==> config.mk <==
export PLATFORM = sky130hd
export DESIGN_NAME = mips_mem_arbiter
export DESIGN_NICKNAME = d
export VERILOG_FILES = /design/src/rtl/mips_mem_pkg.sv /design/src/rtl/mips_starve_ctr.sv /design/src/rtl/mips_mem_arbiter.sv
export SDC_FILE = /design/constraint.sdc
export NUM_CORES = 1
export LEC_CHECK = 0
export CAP_MARGIN = 20
export CORE_AREA = 2 2 84 86
export DETAILED_ROUTE_END_ITERATION = 10
export DIE_AREA = 0 0 86 88
export PLACE_DENSITY = 0.72
export SLEW_MARGIN = 25
export SYNTH_ARGS = -nofsm -noshare
export SYNTH_HDL_FRONTEND = slang
export SYNTH_SLANG_ARGS = --single-unit
==> constraint.sdc <==
create_clock -name clk1 -period 4.5 [get_ports clk1]
set_input_delay 1.125 -clock clk1 [delete_from_list [all_inputs] [get_ports clk1]]
set_output_delay 1.125 -clock clk1 [all_outputs]
set_load 0.02 [all_outputs]
==> src/rtl/mips_mem_pkg.sv <==
// ---------------------------------------------------------------------------
// mips_mem_pkg
// Shared definitions for the MIPS single-port memory arbiter:
//   - default address / data widths of the shared 1024 x 32 memory
//   - owner tag recording which port is waiting for read data
//   - arbitration FSM states
//   - helper that maps a read grant onto an owner tag
// ---------------------------------------------------------------------------
package mips_mem_pkg;

    localparam int MEM_ADDR_W     = 10;
    localparam int MEM_DATA_W     = 32;
    localparam int MEM_STARVE_LIM = 4;

    typedef enum logic [1:0] {
        OWN_NONE = 2'd0,
        OWN_H    = 2'd1,
        OWN_D    = 2'd2,
        OWN_I    = 2'd3
    } owner_e;

    typedef enum logic {
        ARB_NORMAL  = 1'b0,
        ARB_I_BOOST = 1'b1
    } arb_state_e;

    // Owner of the read issued this cycle; writes and idle cycles own nothing.
    function automatic owner_e read_owner(input logic h_rd, input logic d_rd,
                                          input logic i_rd);
        owner_e own;
        if (h_rd) begin
            own = OWN_H;
        end else if (d_rd) begin
            own = OWN_D;
        end else if (i_rd) begin
            own = OWN_I;
        end else begin
            own = OWN_NONE;
        end
        return own;
    endfunction

endpackage

==> src/rtl/mips_starve_ctr.sv <==
// ---------------------------------------------------------------------------
// mips_starve_ctr
// Counts consecutive cycles the instruction port is denied while requesting
// and raises a one-cycle boost when the count reaches STARVE_LIM.
// Ports:
//   clk1, rst_n   clock / async active-low reset
//   i_req, i_gnt  instruction port request and grant
//   host_lock     host-only mode; denial under lock does not count
//   boost         registered, 1 while the FSM is in ARB_I_BOOST
//   starve_cnt    current starvation count
// ---------------------------------------------------------------------------
module mips_starve_ctr
    import mips_mem_pkg::*;
#(
    parameter int STARVE_LIM = MEM_STARVE_LIM,
    localparam int CNT_W     = $clog2(STARVE_LIM + 1)
) (
    input  logic             clk1,
    input  logic             rst_n,
    input  logic             i_req,
    input  logic             i_gnt,
    input  logic             host_lock,
    output logic             boost,
    output logic [CNT_W-1:0] starve_cnt
);

    localparam logic [CNT_W-1:0] LIM = CNT_W'(STARVE_LIM);

    logic [CNT_W-1:0] cnt_r;
    logic [CNT_W-1:0] cnt_next_s;
    arb_state_e       state_r;

    // Next count: clear on grant, idle or lock; saturate at the limit.
    always_comb begin
        cnt_next_s = cnt_r;
        if (host_lock || !i_req || i_gnt) begin
            cnt_next_s = {CNT_W{1'b0}};
        end else if (cnt_r == LIM) begin
            cnt_next_s = cnt_r;
        end else begin
            cnt_next_s = cnt_r + CNT_W'(1);
        end
    end

    // Counter and boost FSM; boost lasts exactly one cycle.
    always_ff @(posedge clk1 or negedge rst_n) begin
        if (!rst_n) begin
            cnt_r   <= {CNT_W{1'b0}};
            state_r <= ARB_NORMAL;
        end else begin
            cnt_r <= cnt_next_s;
            case (state_r)
                ARB_NORMAL: begin
                    if (cnt_next_s == LIM) begin
                        state_r <= ARB_I_BOOST;
                    end else begin
                        state_r <= ARB_NORMAL;
                    end
                end
                ARB_I_BOOST: state_r <= ARB_NORMAL;
                default:     state_r <= ARB_NORMAL;
            endcase
        end
    end

    assign boost      = (state_r == ARB_I_BOOST);
    assign starve_cnt = cnt_r;

endmodule

==> src/rtl/mips_mem_arbiter.sv <==
// ---------------------------------------------------------------------------
// mips_mem_arbiter
// Shares one synchronous single-port memory between the host port (H), the
// MEM-stage data port (D) and the IF-stage instruction port (I).
// Ports:
//   clk1, rst_n                     clock / async active-low reset
//   host_lock                       only H may be granted while 1
//   {h,d,i}_req, {h,d}_we,          requests, write strobes,
//   {h,d,i}_addr, {h,d}_wdata       addresses and write data
//   {h,d,i}_gnt                     combinational grants (at most one)
//   {h,d,i}_rvalid, rdata           registered read return, 1-cycle latency
//   stall_if                        I requesting but not granted
//   mem_en/we/addr/wdata, mem_rdata memory macro interface
// ---------------------------------------------------------------------------
module mips_mem_arbiter
    import mips_mem_pkg::*;
#(
    parameter int ADDR_W     = MEM_ADDR_W,
    parameter int DATA_W     = MEM_DATA_W,
    parameter int STARVE_LIM = MEM_STARVE_LIM
) (
    input  logic              clk1,
    input  logic              rst_n,
    input  logic              host_lock,
    input  logic              h_req,
    input  logic              d_req,
    input  logic              i_req,
    input  logic              h_we,
    input  logic              d_we,
    input  logic [ADDR_W-1:0] h_addr,
    input  logic [ADDR_W-1:0] d_addr,
    input  logic [ADDR_W-1:0] i_addr,
    input  logic [DATA_W-1:0] h_wdata,
    input  logic [DATA_W-1:0] d_wdata,
    output logic              h_gnt,
    output logic              d_gnt,
    output logic              i_gnt,
    output logic              h_rvalid,
    output logic              d_rvalid,
    output logic              i_rvalid,
    output logic [DATA_W-1:0] rdata,
    output logic              stall_if,
    output logic              mem_en,
    output logic              mem_we,
    output logic [ADDR_W-1:0] mem_addr,
    output logic [DATA_W-1:0] mem_wdata,
    input  logic [DATA_W-1:0] mem_rdata
);

    localparam int CNT_W = $clog2(STARVE_LIM + 1);

    logic             boost;
    // Count is kept for debug visibility; arbitration only needs boost.
    logic [CNT_W-1:0] starve_cnt_unused;
    logic             h_gnt_s;
    logic             d_gnt_s;
    logic             i_gnt_s;
    owner_e           owner_r;

    mips_starve_ctr #(
        .STARVE_LIM (STARVE_LIM)
    ) u_starve_ctr (
        .clk1       (clk1),
        .rst_n      (rst_n),
        .i_req      (i_req),
        .i_gnt      (i_gnt_s),
        .host_lock  (host_lock),
        .boost      (boost),
        .starve_cnt (starve_cnt_unused)
    );

    // Fixed-priority grant: H>D>I normally, I>H>D in boost; lock admits H only.
    always_comb begin
        h_gnt_s = 1'b0;
        d_gnt_s = 1'b0;
        i_gnt_s = 1'b0;
        if (!rst_n) begin
            h_gnt_s = 1'b0;
        end else if (boost) begin
            i_gnt_s = i_req & ~host_lock;
            h_gnt_s = h_req & ~i_gnt_s;
            d_gnt_s = d_req & ~host_lock & ~i_gnt_s & ~h_req;
        end else begin
            h_gnt_s = h_req;
            d_gnt_s = d_req & ~host_lock & ~h_req;
            i_gnt_s = i_req & ~host_lock & ~h_req & ~d_req;
        end
    end

    // Memory command mux from the single granted port; I never writes.
    always_comb begin
        mem_we    = 1'b0;
        mem_addr  = {ADDR_W{1'b0}};
        mem_wdata = {DATA_W{1'b0}};
        if (h_gnt_s) begin
            mem_we    = h_we;
            mem_addr  = h_addr;
            mem_wdata = h_wdata;
        end else if (d_gnt_s) begin
            mem_we    = d_we;
            mem_addr  = d_addr;
            mem_wdata = d_wdata;
        end else if (i_gnt_s) begin
            mem_we    = 1'b0;
            mem_addr  = i_addr;
            mem_wdata = {DATA_W{1'b0}};
        end else begin
            mem_we    = 1'b0;
        end
    end

    // Owner tag of the read in flight; reset drops any pending return.
    always_ff @(posedge clk1 or negedge rst_n) begin
        if (!rst_n) begin
            owner_r <= OWN_NONE;
        end else begin
            owner_r <= read_owner(h_gnt_s & ~h_we, d_gnt_s & ~d_we, i_gnt_s);
        end
    end

    assign h_gnt    = h_gnt_s;
    assign d_gnt    = d_gnt_s;
    assign i_gnt    = i_gnt_s;
    assign mem_en   = h_gnt_s | d_gnt_s | i_gnt_s;
    assign stall_if = i_req & ~i_gnt_s;
    assign h_rvalid = (owner_r == OWN_H);
    assign d_rvalid = (owner_r == OWN_D);
    assign i_rvalid = (owner_r == OWN_I);
    assign rdata    = mem_rdata;

endmodule
==> impl_summary.md <==
Floorplan
During I/O placement, the number of pins put on the boundary was 217. The starting density of the core is 18.8%. From bottom edge to top edge, the die measures 88 µm. The standard cell core area is 6640 µm².

The floorplan die area is 7570 µm². The standard-cell row count is 30. The x dimension of the die is 86 µm.

Setup path
The worst setup path is launched from an input pin. STA classifies the critical path endpoint as a primary output. Walking the worst path, the cells encountered are clkdlybuf4s50_1 -> and3b_1 -> or2_4 -> inv_8 -> a22o_1 -> clkdlybuf4s50_1.

In this design, the critical path's most frequently occurring cell is clkdlybuf4s50_1. For this design, the slowest cell found on the critical path is clkdlybuf4s50_1. The number of cells on the worst reg-to-reg path is 5. The worst setup path is of the input pin to primary output kind. For the worst setup path, the data required time is 3.38 ns.

STA puts the critical path data arrival time at 3.14 ns. The critical path's largest stage delay is 0.62 ns. In this run the worst path has a maximum fanout of 34.

Power and ir drop
Net switching is 30.4% of the power. The highest ir drop seen on vdd is 0.0000561 V. Of the total power, combinational logic draws 62.9%. Power spread over the standard cell area amounts to 139 nW/µm².

For this design the static power due to leakage is 0.982 nW. The clock network burns 21.5% of the power. The sequential share of power is 15.6%. The internal power of the cells totals 0.255 mW. The switching power is 0.111 mW.

STA
The hold violation count in the final report was 0. Setup violations remaining at the end of the flow were counted as 0. For the pin with the worst max-slew slack, the measured transition is 0.255 ns. The max-slew violation total from the final report is 0. Setup repair after global routing left no endpoint under its margin. The worst pin sits at a relative slew slack of 82.9%. Adding up every negative setup slack in the final design gives 0 ns. After layout, the worst path uses 94.9% of the clock period. The peak clock frequency supported by timing is 234 MHz.

The worst path in the final design needs a cycle of 4.27 ns, including I/O delays and setup. The clock arrives with 0.00250 ns of skew.

Drt
After detailed routing, the number of vias per cell comes to 4.81. The via total after detailed routing is 1722. The final layout contains routed wiring with a total length of 5.99 mm. The DRC violations left is 0. The detailed-router iteration count before antenna repair is 4. The violation count after the first detailed-routing iteration is 45. The residual antenna-violating net count after detailed routing is 0. The final routed wire length divided by cell count is 16.7 µm.

Worst hold path
The number of stages on the worst hold path is 1. The worst min-delay path class is register to register.

Yosys
The most frequent cell after synthesis is buf_4. Counting flops and latches in the post-synthesis netlist gives 6. The number of instances in the synthesized netlist is 161. Sorting the synthesized cells by how often they occur yields 34 x buf_4, 33 x a22o_1, 13 x nand3_1. The distinct cell type count after synthesis is 31.

The top cell type's share of synthesized area is 23.2%. In this run, synthesis inferred 0 flip-flops with an integrated enable. A synthesized cell averages 7.74 µm².

In the post-synthesis netlist, the biggest area contributors are a22o_1 23%, buf_4 20%, dfrtp_1 12%. The cell area that synthesis handed to floorplanning was 1250 µm². The async set-or-reset flop fraction in the synthesized netlist is 100%. The number of nets handed over by synthesis was 297. The largest area contributor in the netlist is a22o_1. The Yosys step of the flow raised 0 warnings. The predominant post-synthesis flop cell is dfrtp_1. The sequential area share after synthesis is 12.0%.

Clocking
In this run the deepest clock path goes through 2 buffers. Clock tree synthesis found a total of 6 sinks. The count of buffers added by post-CTS timing repair for setup is 0. Counting the buffers created by CTS gives 3. Once the clock tree was built, the resizer swapped 0 gates to a different size.

The root buffer cell chosen for the clock tree is clkbuf_8. The H-tree level count is 1. Hold repair after CTS inserted 0 buffers. The TritonCTS clock tree is built. Clock-pin slew was measured on the worst setup and hold paths at 0.04 ns. The later pin in the worst-skew pair is clocked with a latency of 0.22 ns.

Layout
0 antenna diodes ended up in the layout. Counting the fill cells in the layout gives 698. The growth of design area from synthesis to finish is 111%. Cells fill 39.6% of the core in the end. The final net count is 416. The post-route netlist has 7.19% of its cells at a drive strength greater than 1. The finished cells cover 2630 µm².

Global route
For this run the aggregate overflow at the end of global routing stands at 0. The total track usage is 13.8%. The first global-routing pass estimated 8.16 mm of wire.

The via count of the first global-routing pass came to 1660. Entering global routing, the biggest net connects 35 pins. The initial antenna violation count is 0.

Placement
The cell area after placement is 2590 µm². Detailed placement ended at an HPWL of 4.84 mm. The congestion estimate from routability-driven global placement came to 0.728. The count of input and output buffers is 152.

Flow run
The max capacitance violation total is 0.

Status
The run finished with clean final reports.
==> cell type report <==
| type | count | area (µm²) | share of cell area [%] |
|---|---|---|---|
| sequential | 6 | 150 | 5.70 |
| multi-input combinational | 103 | 723 | 27.5 |
| inverter | 6 | 30.0 | 1.14 |
| clock buffer | 3 | 41.3 | 1.57 |
| tap | 80 | 100 | 3.80 |
| timing repair buffer | 160 | 1590 | 60.3 |
==> cells by family (layout without fill, tap and decap cells) <==
| kind of cell | after synthesis | in the layout | synth area share [%] |
|---|---|---|---|
| buf+inv | 52 | 169 | 29.9 |
| fa+ha+maj | 2 | 2 | 2.01 |
| flops | 6 | 6 | 12.0 |
| compound gates | 51 | 51 | 32.8 |
| simple gates | 50 | 50 | 23.2 |
==> power groups by stage <==
stage / registers, mW / logic, mW / clock network, mW
finish: 0.0571 / 0.230 / 0.0789
global route: 0.0573 / 0.242 / 0.0844
CTS: 0.0571 / 0.232 / 0.0813
detailed placement: 0.0578 / 0.231 / 0
global placement: 0.0576 / 0.231 / 0
floorplan: 0.0573 / 0.124 / 0
==> flip-flops by register name (all words and copies together) (netlist names) <==
| name | cells |
|---|---|
| owner_r | 2 |
| u_starve_ctr.boost | 1 |
| u_starve_ctr.starve_cnt | 3 |
==> critical path, delay by kind of cell <==
family | cells | cell delay [ns]
buffers and inverters | 3 | 1.29
AND/OR/NAND/NOR | 2 | 0.51
AO/OA/AOI/OAI | 1 | 0.20
==> per-layer routing <==
metal | vias to the layer above | wire length, µm | GRT usage [%]
li1 | 813 | - | -
met1 | 768 | 2390 | 15.6
met2 | 128 | 2720 | 23.5
met3 | 13 | 770 | 5.56
met4 | 0 | 102 | 5.34
met5 | - | 0 | 0
==> layout by cell type, fill, tap and decap left out, types with 2 or more instances in the layout <==
| cell | synthesis | final |
|---|---|---|
| nand4_1 | 10 | 10 |
| dfrtp_1 | 6 | 6 |
| buf_4 | 34 | 9 |
| nand2_1 | 2 | 2 |
| clkdlybuf4s50_1 | 0 | 150 |
| nand3_1 | 13 | 13 |
| nor2b_1 | 4 | 4 |
| a31oi_1 | 10 | 10 |
| nor2_1 | 2 | 2 |
| nor3b_1 | 2 | 2 |
| ha_1 | 2 | 2 |
| inv_1 | 4 | 4 |
| nor3_1 | 10 | 10 |
| and2_1 | 2 | 2 |
| o21ai_1 | 3 | 3 |
| clkbuf_8 | 0 | 3 |
| a22o_1 | 33 | 33 |
==> worst paths after layout <==
kind                                                      start                              endpoint  slack [ns]
max                                                   host_lock                         mem_wdata[25]        0.23
min                                u_starve_ctr.boost$_DFF_PN0_          u_starve_ctr.boost$_DFF_PN0_        0.49
max reg2reg                u_starve_ctr.starve_cnt[0]$_DFF_PN0_          u_starve_ctr.boost$_DFF_PN0_        3.06
min reg2reg                        u_starve_ctr.boost$_DFF_PN0_          u_starve_ctr.boost$_DFF_PN0_        0.49
max in group asynchronous                                 rst_n  u_starve_ctr.starve_cnt[2]$_DFF_PN0_        3.04
min in group asynchronous                                 rst_n          u_starve_ctr.boost$_DFF_PN0_        1.29
==> through the flow <==
step / hold WS, ns / worst slack [ns] / power (mW) / std cells
6_report: 0.494 / 0.232 / 0.366 / 358
5_1_grt: 0.532 / 0.153 / 0.384 / 358
4_1_cts: 0.497 / 0.221 / 0.370 / 358
3_5_place_dp: 0.492 / 0.235 / 0.288 / 355
3_3_place_gp: 0.495 / 0.238 / 0.289 / 355
2_1_floorplan: 0.459 / 1.28 / 0.182 / 161
No activity file was read; power rests on OpenSTA's default activity.
